<file path="src/rtl/wb_stage_pipe.sv">
// MEM->WB writeback register bank, DEPTH (1..4) stages with stall/flush and x0 write suppression.
// Optional RETIRE_CNT_EN macro adds a 64-bit retire counter output retire_cnt_o.
module wb_stage_pipe #(
    parameter int XLEN   = 32,
    parameter int REG_AW = 5,
    parameter int DEPTH  = 1
) (
    input  logic              clk,
    input  logic              rst_n,
    input  logic              stall_i,
    input  logic              flush_i,
    input  logic              valid_i,
    input  logic [REG_AW-1:0] rd_i,
    input  logic              wen_i,
    input  logic [XLEN-1:0]   wdata_i,
    input  logic [XLEN-1:0]   pc_i,
    output logic              valid_o,
    output logic [REG_AW-1:0] rd_o,
    output logic              wen_o,
    output logic [XLEN-1:0]   wdata_o,
    output logic [XLEN-1:0]   pc_o,
    output logic              retire_o
`ifdef RETIRE_CNT_EN
    ,
    output logic [63:0]       retire_cnt_o
`endif
);

    if (DEPTH < 1 || DEPTH > 4) begin : g_bad_depth
        $error("wb_stage_pipe: DEPTH must be in 1..4");
    end

    for (genvar g = 0; g < DEPTH; g++) begin : g_stage
        logic              vld_p;
        logic [REG_AW-1:0] rd_p;
        logic              wen_p;
        logic [XLEN-1:0]   wdata_p;
        logic [XLEN-1:0]   pc_p;

        if (g == 0) begin : g_first
            // Stage 0 boundary: writes to x0 are dropped here so no later stage can carry them
            always_ff @(posedge clk or negedge rst_n) begin
                if (!rst_n) begin
                    vld_p   <= 1'b0;
                    rd_p    <= '0;
                    wen_p   <= 1'b0;
                    wdata_p <= '0;
                    pc_p    <= '0;
                end else if (flush_i) begin
                    vld_p   <= 1'b0;
                    rd_p    <= '0;
                    wen_p   <= 1'b0;
                    wdata_p <= '0;
                    pc_p    <= '0;
                end else if (!stall_i) begin
                    vld_p   <= valid_i;
                    rd_p    <= rd_i;
                    wen_p   <= wen_i & valid_i & (rd_i != '0);
                    wdata_p <= wdata_i;
                    pc_p    <= pc_i;
                end
            end
        end else begin : g_next
            // Stage g boundary: shift from the previous stage; flush takes priority over stall
            always_ff @(posedge clk or negedge rst_n) begin
                if (!rst_n) begin
                    vld_p   <= 1'b0;
                    rd_p    <= '0;
                    wen_p   <= 1'b0;
                    wdata_p <= '0;
                    pc_p    <= '0;
                end else if (flush_i) begin
                    vld_p   <= 1'b0;
                    rd_p    <= '0;
                    wen_p   <= 1'b0;
                    wdata_p <= '0;
                    pc_p    <= '0;
                end else if (!stall_i) begin
                    vld_p   <= g_stage[g-1].vld_p;
                    rd_p    <= g_stage[g-1].rd_p;
                    wen_p   <= g_stage[g-1].wen_p;
                    wdata_p <= g_stage[g-1].wdata_p;
                    pc_p    <= g_stage[g-1].pc_p;
                end
            end
        end
    end

    assign valid_o  = g_stage[DEPTH-1].vld_p;
    assign rd_o     = g_stage[DEPTH-1].rd_p;
    assign wen_o    = g_stage[DEPTH-1].wen_p & g_stage[DEPTH-1].vld_p;
    assign wdata_o  = g_stage[DEPTH-1].wdata_p;
    assign pc_o     = g_stage[DEPTH-1].pc_p;
    assign retire_o = valid_o & ~stall_i & ~flush_i;

`ifdef RETIRE_CNT_EN
    // Counts retirements only; flush does not clear it and a stall simply produces no pulse
    always_ff @(posedge clk or negedge rst_n) begin
        if (!rst_n) begin
            retire_cnt_o <= '0;
        end else if (retire_o) begin
            retire_cnt_o <= retire_cnt_o + 64'd1;
        end
    end
`endif

endmodule

</file>
<file path="config.mk">
export PLATFORM = sky130hd
export DESIGN_NAME = wb_stage_pipe
export DESIGN_NICKNAME = d
export VERILOG_FILES = /design/src/rtl/wb_stage_pipe.sv
export SDC_FILE = /design/constraint.sdc
export NUM_CORES = 1
export LEC_CHECK = 0
export BUFFER_PORTS_ARGS = -buffer_cell sky130_fd_sc_hd__buf_2
export CORE_MARGIN = 2
export CORE_UTILIZATION = 40
export DETAILED_ROUTE_END_ITERATION = 8
export PLACE_DENSITY = 0.72
export REMOVE_ABC_BUFFERS = 1
export SLEW_MARGIN = 15
export SYNTH_ARGS = -nofsm -noshare
export SYNTH_HDL_FRONTEND = slang
export SYNTH_SLANG_ARGS = --single-unit
</file>
<file path="constraint.sdc">
create_clock -name clk -period 1.5 [get_ports clk]
set_input_delay 0.075 -clock clk [delete_from_list [all_inputs] [get_ports clk]]
set_output_delay 0.075 -clock clk [all_outputs]
set_load 0.05 [all_outputs]
</file>
[After elaboration in Yosys (flattened, before gate mapping)]
Cells that the tools add are included.
Operators by class
  shift operators: 0
  bitwise operators: 7
  divide/modulo/power cells: 0
  add/sub/neg operators: 0
  multiplexer cells: 10
  order comparisons: 0
  multipliers: 0
  reduce and logical (&&, ||, !) cells: 1
  equality and inequality tests: 1
Operators by type and width (number)
  $mux 32: 4
  $mux 5: 2
  $and 1x1->1: 5
  $reduce_bool 5->1: 1
  $mux 1: 4
  $ne 2x1->1 const B: 1
  $not 1->1: 2
Storage, ports and cells
  input bits: 75
  output and inout bits: 72
  ROM bits: 0
  register bits after elaboration: 71
  latch bits: 0
  bits in writable memories: 0
  memories kept: 0
  word-level logic and storage cells: 24

[Logic depth before layout (Yosys ltp)]
  word-level depth: 4
  gate-level depth with buffers: 4
  mapped depth without buffers: 3

[Worst setup path before layout]
No wires, ideal clock.
  kind: reg2out
  from: reg g_stage[0].vld_p, in the netlist valid_o
  to: out retire_o
  buffers on the path: 0
  arrival time: 1.853 ns
  path slack: -0.428 ns
  stages on the path, launching flop included: 2
  required time: 1.425 ns
  cell sequence: dfrtp_1 nor3b_1
Between the ends
  longest elaborated chain between the ends: 2
Ends and longest elaborated chain
  from (decl): line 34  | logic vld_p;
  from (signal assigned): line 56  | vld_p <= valid_i;
  $and 1x1->1 (2 in a row): line 94  | assign retire_o = valid_o & ~stall_i & ~flush_i;
  to (decl): line 22  | output logic retire_o
No other way between the ends.

[Worst setup path in the final report]
  from: in wen_i
  to: reg g_stage[0].wen_p
Between the ends
  longest elaborated chain between the ends: 4
Ends and longest elaborated chain
  from (decl): line 14  | input logic wen_i,
  $and 1x1->1 (2 in a row): line 58  | wen_p <= wen_i & valid_i & (rd_i != '0);
  $mux 1: line 55  | end else if (!stall_i) begin
  $mux 1: line 49  | end else if (flush_i) begin
  to (signal assigned): line 58
  to (decl): line 36  | logic wen_p;
No other way between the ends. The select of a mux whose other input is x is not followed.
A chain may end at the register's enable or synchronous reset.

==> metrics.yaml <==
yosysWarnings: 0
timing.rr.start: "pc_o[18]"
vias_per_cell: 4.522
max_slew.worst_pin.slew_ns: 0.4171
required_ns: 1.72
numCtsBuffers: 9
ys.flop_type: "dfrtp_1"
grt_pass1_vias: 2451
clk_path_buf_depth: 2
dieWidth_um: 89.19
hold_path_class: "input port to flip-flop"
leakagePower_nw: 2.583
drive_gt1_share_pct: 37.03
fmax_ghz: 0.7508
grt_max_degree: 72
ant_nets: 0
netlist_top_cells_area: "dfrtp_1, mux2i_1, nor2_1, buf_6, clkbuf_1"
hold_start: "pc_i[22]"
htreeDepth: 3
clock_skew_ns: 0
post-dp-hpwl_mm: 4.282
cts_setup_buffers: 0
synthTopCellsByCount: "dfrtp_1, nor2_1, mux2i_1, buf_6, clkbuf_1"
netlist_area_mm2: 0.002903
vdd_drop_max_uv: 590.7
clkSinkCount: 71
synthCells: 234
num_io_pins: 147
setup_viol: 0
routed_wl_mm: 7.411
first_iter_violations: 76
p_per_area_mw_per_mm2: 1049
cts_tree: "yes"
r2r-end: "pc_o[18]"
slew_violations: 0
gp_congestion: 0.6839
synth_top_cell_by_area: "dfrtp_1"
clkLatencyLatePin_ns: 0.32
cp_max_fo: 1
firstDrtPassIters: 4
final-hold-violation-count: 0
status: "finished clean"
drcViolationCount: 0
grt_pass1_wl_mm: 11.41
fin_crit_ns: 1.332
hold_buffers: 66
route.vias.total: 2487
core_area_mm2: 0.007137
dieArea_mm2: 0.007954
pre_cts_slack_ns: 0.4025
ys_ff_latch: 71
r2r_cells: 2
row_count: 31
start_util_pct: 40.67
maxSlewHeadroom_pct: 72.20
area_growth_pct: 59.22
yosys.area.top_type_share_pct: 61.21
grtUsageTotal_pct: 18.55
synth_edf_count: 0
antenna_found_initial: 0
numPortBuffers: 146
end_kind: "flip-flop"
ys_seq_area_share_pct: 61.21
cp-startpoint: "wen_i"
crit_path_end: "g_stage[0].wen_p"
rrSetupSlack_ns: 0.77
antenna_cells: 0
crit_type: "input port to flip-flop"
nets: 521
critPathLaunchType: "input port"
maxCapViolations: 0
rsz0062_at_grt: "false"
cp.arrival_ns: 1.55
synth_cell_types: 13
die_y_um: 89.19
period_share_pct: 88.79
root_buffer: "clkbuf_8"
synth_area_per_cell_um2: 12.41
worst_slack_ns: 0.1681
fin_util_pct: 64.76
path_clk_slew_ns: 0.07
cts_resized: 0
async_reset_ff_share_pct: 100.0
gr-total-overflow: 0
wl_per_cell_um: 13.47
[cells in the final DEF, fill, tap and decap left out, drive strengths merged]
master,instances
and2,1
buf,151
bufinv,2
clkbuf,11
clkinv,1
clkinvlp,2
dfrtp,71
dlygate4sd3,66
mux2i,70
nand2,1
nand3b,1
nor2,71
nor3b,1
o41ai,1
or4,1
[flip-flops by register name, summed over array words and instances, names as in the netlist]
name           cells
pc_o              32
wdata_o           32
g_stage.wen_p      1
valid_o            1
rd_o               5
[kinds of logic (layout without fill, tap and decap cells)]
logic type | Yosys count | count (layout) | synth area share (%)
simple gates | 76 | 76 | 10.30
buf+inv | 16 | 233 | 4.052
mux | 70 | 70 | 24.14
flops | 71 | 71 | 61.21
compound gates | 1 | 1 | 0.3018
[where the power goes]
group / leakage [nW] / switching, mW / internal [mW]
logic: 1.53 / 0.670 / 0.387
registers: 0.943 / 0.0577 / 2.02
clock network: 0.112 / 0.689 / 1.02
[how the worst min path moves through the flow]
| stage | endpoint | cells after the start |
|---|---|---|
| detailed placement | wdata_o[15] | 2 |
| floorplan | g_stage[0].wen_p | 0 |
| global route | wdata_o[6] | 3 |
| CTS | wdata_o[6] | 3 |
| global placement | pc_o[9] | 2 |
| finish | pc_o[22] | 3 |
[final cells by class]
class	count	area, um^2
Fill cell	595	2515
Sequential cell	71	1777
Timing Repair Buffer	217	1481
Multi-Input combinational cell	147	1008
Clock buffer	11	151.4
Tap cell	99	123.9
Clock inverter	5	80.08
[worst max-delay path, cell delays in order]
cell           delay, ns
dlygate4sd3_1       0.52
buf_2               0.10
nand2_1             0.05
dlygate4sd3_1       0.56
o41ai_1             0.24
[routing by layer]
layer,vias to the layer above,share of wire (%),routed length (um),global-route usage [%]
met2,95,49,3642,30.98
met1,1176,43,3195,24.14
met5,-,0,0,0
met3,16,5.9,439,3.878
met4,0,1.8,133,6.377
li1,1200,-,-,-
[stage by stage]
step | setup TNS, ns | std cells | hold slack (ns) | total power [mW] | instance area [um^2]
floorplan | -0.4284 | 218 | -0.2206 | 2.657 | 2785
global placement | 0 | 468 | 0.1306 | 3.022 | 3730
detailed placement | 0 | 468 | 0.1329 | 3.033 | 3730
CTS | 0 | 550 | 0.001947 | 4.891 | 4622
global route | 0 | 550 | 0.01171 | 5.066 | 4622
finish | 0 | 550 | 0.004136 | 4.848 | 4622
No activity file was read; power rests on OpenSTA's default activity.
